File: src/rtl/stall_ctrl_pkg.sv
// Shared stall-control definitions: pipeline register control codes, arbiter states, hazard helper.
// Latency: n/a (types and pure functions only).
// Backpressure: n/a.
package stall_ctrl_pkg;

   localparam int REG_IDX_W = 5;

   // Control code applied by every pipeline register (PC, IF_ID, ID_EX, EX_MEM, MEM_WB)
   typedef enum logic [1:0] {
      NORMAL = 2'b00,
      STALL  = 2'b01,
      BUBBLE = 2'b10
   } stl_code_t;

   typedef enum logic [1:0] {
      ARB_IDLE    = 2'b00,
      ARB_SRV_IF  = 2'b01,
      ARB_SRV_MEM = 2'b10
   } arb_state_t;

   typedef struct packed {
      stl_code_t pc;
      stl_code_t if_id;
      stl_code_t id_ex;
      stl_code_t ex_mem;
      stl_code_t mem_wb;
   } stl_vec_t;

   function automatic stl_vec_t stl_all(input stl_code_t c);
      stl_vec_t v;
      v.pc     = c;
      v.if_id  = c;
      v.id_ex  = c;
      v.ex_mem = c;
      v.mem_wb = c;
      return v;
   endfunction

   // x0 is hardwired zero, so a load targeting it never creates a dependency
   function automatic logic raw_hit(
      input logic                 ld,
      input logic [REG_IDX_W-1:0] rd,
      input logic [REG_IDX_W-1:0] rs1,
      input logic                 use1,
      input logic [REG_IDX_W-1:0] rs2,
      input logic                 use2
   );
      return ld && (rd != '0) && ((use1 && (rs1 == rd)) || (use2 && (rs2 == rd)));
   endfunction

endpackage

File: src/rtl/mem_arbiter.sv
// Single memory port arbiter between IF and MEM (MEM wins ties); also tracks fetches to be dropped.
// Latency: grant registered, high the cycle after leaving IDLE, low the cycle after done.
// Backpressure: requester holds its request until done; done outside a service state is ignored.
module mem_arbiter
   import stall_ctrl_pkg::*;
(
   input  logic       clk,
   input  logic       rst,
   input  logic       req_if,
   input  logic       req_mem,
   input  logic       done,
   input  logic       br,
   output logic       gnt_if,
   output logic       gnt_mem,
   output arb_state_t state,
   output logic       flush_pend
);

   always_ff @(posedge clk) begin
      if (rst) begin
         state      <= ARB_IDLE;
         gnt_if     <= 1'b0;
         gnt_mem    <= 1'b0;
         flush_pend <= 1'b0;
      end else begin
         case (state)
            ARB_IDLE: begin
               if (req_mem) begin
                  state   <= ARB_SRV_MEM;
                  gnt_mem <= 1'b1;
               end else if (req_if) begin
                  state   <= ARB_SRV_IF;
                  gnt_if  <= 1'b1;
                  // a branch resolving as the fetch starts makes that fetch stale
                  if (br) begin
                     flush_pend <= 1'b1;
                  end
               end
            end
            ARB_SRV_IF: begin
               if (done) begin
                  state      <= ARB_IDLE;
                  gnt_if     <= 1'b0;
                  flush_pend <= 1'b0;
               end else if (br) begin
                  flush_pend <= 1'b1;
               end
            end
            ARB_SRV_MEM: begin
               if (done) begin
                  state   <= ARB_IDLE;
                  gnt_mem <= 1'b0;
               end
            end
            default: begin
               state      <= ARB_IDLE;
               gnt_if     <= 1'b0;
               gnt_mem    <= 1'b0;
               flush_pend <= 1'b0;
            end
         endcase
      end
   end

endmodule

File: config.mk
export PLATFORM = sky130hd
export DESIGN_NAME = mem_arbiter
export DESIGN_NICKNAME = d
export VERILOG_FILES = /design/src/rtl/stall_ctrl_pkg.sv /design/src/rtl/mem_arbiter.sv
export SDC_FILE = /design/constraint.sdc
export NUM_CORES = 1
export LEC_CHECK = 0
export CAP_MARGIN = 20
export CORE_AREA = 4 4 41 43
export CTS_CLUSTER_SIZE = 20
export DETAILED_ROUTE_END_ITERATION = 8
export DIE_AREA = 0 0 45 47
export DONT_BUFFER_PORTS = 1
export SLEW_MARGIN = 10
export SYNTH_ARGS = -nofsm -noshare
export SYNTH_HDL_FRONTEND = slang
export SYNTH_SLANG_ARGS = --single-unit
export TNS_END_PERCENT = 10
File: constraint.sdc
create_clock -name clk -period 1.5 [get_ports clk]
set_input_delay 0.225 -clock clk [delete_from_list [all_inputs] [get_ports clk]]
set_output_delay 0.225 -clock clk [all_outputs]
set_load 0.03 [all_outputs]
# [Yosys cells after proc, flatten, opt, wreduce, memory -nomap -nowiden]
# Cells that the tools add are included.
[word_totals] reg_bits=5 in_bits=6 output_inout_bits=5 word_cells=36
[classes] n_eq_ne=9 n_mux=15 n_bitwise=2 n_reduce_logical=6
[op_table] operator="2-bit != test (second input constant)" count=5
[op_table] operator="1-bit case mux with 3 select lines" count=3
[op_table] operator="1-bit two-way mux" count=8
[op_table] operator="2-bit two-way mux" count=3
[op_table] operator="3-bit AND reduction" count=2
[op_table] operator="2-bit case mux with 2 select lines" count=1
[op_table] operator="4-bit AND reduction" count=1
[op_table] operator="3-bit != test (second input constant)" count=1
[op_table] operator="2-bit by 1-bit equality test with 1-bit output (second input constant)" count=1
[op_table] operator="2-bit equality test (second input constant)" count=1
[op_table] operator="2-bit zero test" count=1
[op_table] operator="2-bit by 1-bit != test with 1-bit output (second input constant)" count=1
[op_table] operator="1-bit inverter" count=2
[op_table] operator="2-bit AND reduction" count=1
[op_table] operator="2-bit OR reduction" count=1

# [Logic depth before layout (Yosys ltp)]
[logic_depth] depth_word=4 depth_mapped=5 depth_no_buf=5

# [Least setup slack after synthesis]
# Ideal clock, no wire load.
[synth_path] path_kind="register to register" start="reg state[1]" end="reg gnt_if" setup_time_ns=0.070 t_arrival_ns=1.424 required_time_ns=1.430 path_slack_ns=0.006 stages_incl_launch_ff=6 path_buffers=0 synth_period_minus_slack_ns=1.494 cell_sequence="dfxtp_1 -> inv_1 -> ha_1 -> nor2b_1 -> or3b_1 -> a21oi_1"
[synth_via] elab_chain_cells=3 elab_cells_between_ends=9 classes_between="eq/ne (5); mux (1); bitwise (1); reduce/logical (2)"
[synth_lines] item="start: declaration" line_no="mem_arbiter.sv:15" text="output arb_state_t state,"
[synth_lines] item="start signal: assignment" line_no="mem_arbiter.sv:21" text="state <= ARB_IDLE;"
[synth_lines] item="start signal: assignment" line_no="mem_arbiter.sv:29" text="state <= ARB_SRV_MEM;"
[synth_lines] item="start signal: assignment" line_no="mem_arbiter.sv:32" text="state <= ARB_SRV_IF;"
[synth_lines] item="2-bit by 1-bit equality test with 1-bit output, or another cell as far along" line_no="mem_arbiter.sv:26" text="case (state)"
[synth_lines] item="2-bit != test (no line) / 1-bit inverter (equally long branches)"
[synth_lines] item="4-bit AND reduction (no line)"
[synth_lines] item="end signal: assignment" line_no="mem_arbiter.sv:22" text="gnt_if <= 1'b0;"
[synth_lines] item="end signal: assignment" line_no="mem_arbiter.sv:33" text="gnt_if <= 1'b1;"
[synth_lines] item="end signal: assignment" line_no="mem_arbiter.sv:43" text="gnt_if <= 1'b0;"
[synth_lines] item="end: declaration" line_no="mem_arbiter.sv:13" text="output logic gnt_if,"
# Several ways; a longest one is shown, not always the timed one.
# A chain may end at the register's enable or synchronous reset.

# [Worst setup path in the final report]
[layout_path] start="reg state[0]" end="reg state[0]"
[layout_via] elab_chain_cells=4 elab_cells_between_ends=8 classes_between="eq/ne (4); mux (1); reduce/logical (3)"
[layout_lines] item="2-bit equality test / 2-bit by 1-bit equality test with 1-bit output (equally long branches)" line_no="mem_arbiter.sv:26"
[layout_lines] item="2-bit OR reduction (no line)"
[layout_lines] item="2-bit by 1-bit != test with 1-bit output (no line)"
[layout_lines] item="2-bit AND reduction (no line)"
# Several ways; a longest one is shown, not always the timed one.

==> flow_metrics.env <==
export IMPL_path_buf_inv=1
export IMPL_gr_total_overflow=0
export IMPL_dp_hpwl_um=501
export IMPL_peakVddDrop_mv=0.355
export IMPL_required_ps=1630
export IMPL_ys_ff_latch=5
export IMPL_antenna_found_initial=0
export IMPL_yosysMostFrequentCell="inv_1"
export IMPL_dieArea_sq_mm=0.00212
export IMPL_fin_crit_sh=0.843
export IMPL_cp_start_kind="flop"
export IMPL_yosys_warnings=0
export IMPL_start_util=0.218
export IMPL_clk_pin_slew_ps=40
export IMPL_status="completed"
export IMPL_yosysUniqueCellTypes=17
export IMPL_postCtsResizedCells=0
export IMPL_routed_wl_um=574
export IMPL_max_slew_margin_rel=0.782
export IMPL_syn_area_per_cell_sq_um=8.61
export IMPL_synth_area_sq_um=284
export IMPL_fill_cells=155
export IMPL_rsz0062_at_grt="no"
export IMPL_hold_buffers=0
export IMPL_viasPerCell=4.37
export IMPL_antenna_cells=0
export IMPL_ys_seq_area_frac=0.352
export IMPL_numCtsBuffers=3
export IMPL_drv_cap=0
export IMPL_fin_nets=49
export IMPL_crit_start="state[0]"
export IMPL_core_rowCount=13
export IMPL_grt_max_degree=5
export IMPL_first_pass_iters=1
export IMPL_area_growth_pct=21.1
export IMPL_tightest_slew_ps=327
export IMPL_chipHeight_um=47
export IMPL_r2r_slack_ps=230
export IMPL_synth_cells=33
export IMPL_fin_total_pwr_uw=427
export IMPL_critPathSlowestCell="dfxtp_1"
export IMPL_synth_area_leaders="dfxtp_1 35%, ha_1 13%, inv_1 9.3%, nand2b_1 4.4%, nor2b_1 4.4%"
export IMPL_cts_setup_buffers=0
export IMPL_synth_largest_area_cell="dfxtp_1"
export IMPL_crit_path_cell_trace="inv_1 -> ha_1 -> nand2b_1 -> a21o_1 -> and3_1"
export IMPL_reg2reg_from="state[0]"
export IMPL_power_density_mw_per_mm2=1240
export IMPL_hold_class="input pin to flop"
export IMPL_dieWidth_um=45
export IMPL_path_class="flop to flop"
export IMPL_crit_cells=5
export IMPL_drc=0
export IMPL_ys_async_sr_fraction=0
export IMPL_critPathMaxFanout=4
export IMPL_crit_path_end="state[0]"
export IMPL_port_buffers=0
export IMPL_cts_root_buf="clkbuf_4"
export IMPL_synth_net_count=42
export IMPL_synthFlopType="dfxtp_1"
export IMPL_htreeDepth=1
export IMPL_boundaryPins=11
export IMPL_grtUsageTotal=0.0711
export IMPL_clkSinkCount=5
export IMPL_ant_nets=0
export IMPL_cts_tree="done"
export IMPL_reg2reg_depth=5
export IMPL_synth_edf_count=0
export IMPL_timing_hold_ws_ps=53.9
export IMPL_gp_congestion=0.733
export IMPL_fmax_mhz=790
export IMPL_synth_top_cell_area_share=0.352
export IMPL_min_period_ps=1270
export IMPL_timing_critical_path_arrival_ps=1390
export IMPL_max_stage_delay_ps=350
export IMPL_drive_above_1_share=0.154
export IMPL_cts_max_path_buffers=2
export IMPL_finalSetupTns_ps=0
export IMPL_clock_latency_ps=240
export IMPL_vias=236
export IMPL_synthTopCellsByCount="7 x inv_1, 5 x dfxtp_1, 3 x ha_1"
export IMPL_grt_pass1_wl_um=959
export IMPL_endpoint_kind="flop"
export IMPL_wl_per_cell_um=10.6
export IMPL_setup_viol=0
export IMPL_slew_viol_final=0
export IMPL_coreArea_sq_mm=0.00130
export IMPL_path_delay_family="flip-flops"
export IMPL_skew_ps=1.10
export IMPL_finalHoldViolCount=0
export IMPL_leakage_nw=0.151
export IMPL_drt_iter0_markers=0
export IMPL_first_global_vias=219
export IMPL_r2r_end="state[0]"
## metrics by stage
step,setup slack (ps),std cells,instance area (sq um),utilization
after floorplan,5.95,33,284,-
after global placement,249,50,318,0.244
after detailed placement,235,50,318,0.244
after CTS,217,54,344,0.264
after global routing,132,54,344,0.264
final,235,54,344,0.264
## kinds of logic after synthesis
group | synth area share
and+or+nand+nor | 0.185
AOI/OAI and AO/OA | 0.238
adders and majority gates | 0.132
DFF | 0.352
buffers and inverters | 0.0925
## power by group
part	total, mW	internal (mW)	switching, mW	leakage, nW
sequential	0.179	0.150	0.0292	0.0412
clock	0.151	0.100	0.0505	0.0150
combinational	0.0970	0.0419	0.0551	0.0953
total	0.427	0.292	0.135	0.151
## placed cells by master (no fill, tap or decap), drive strengths merged
cell	n
o21ai	2
a2bb2oi	1
or3b	1
a21o	1
a311oi	1
inv	7
nor2b	3
o31ai	1
buf	2
a31oi	1
nand2b	2
o32ai	1
ha	3
a21oi	2
dfxtp	5
and3	1
clkbuf	4
nand2	1
## layout make-up
cell class              instances  area, sq um  share of cell area
multi-input cells              21          158               0.458
flip-flops and latches          5          100               0.291
clock buffers                   4         26.3              0.0764
inverters                       7         26.3              0.0764
well taps                      15         18.8              0.0545
repair buffers                  2         15.0              0.0436
## metal layers
layer	track usage	wire length (um)
met1	0.0659	202
met2	0.0932	250
met3	0.107	121
met4	0	0
met5	0	0
## worst register-to-register path, stage by stage, from the launching register on
cell and delay [ps]:
dfxtp_1 350, inv_1 70, ha_1 280, nand2b_1 90, a21o_1 190, and3_1 170
## worst min-delay path by stage
stage,start,end,slack (ps),cells after the start
floorplan,rst,gnt_mem,300,1
CTS,rst,gnt_mem,50,1
finish,rst,gnt_mem,50,1
detailed placement,rst,gnt_mem,300,1
global route,rst,gnt_mem,40,1
global placement,rst,gnt_mem,300,1
## state kept, by name (all words and copies together) (netlist names)
register,cells
state,2
gnt_mem,1
gnt_if,1
flush_pend,1
Note: power is estimated with default switching activity, not from simulation.
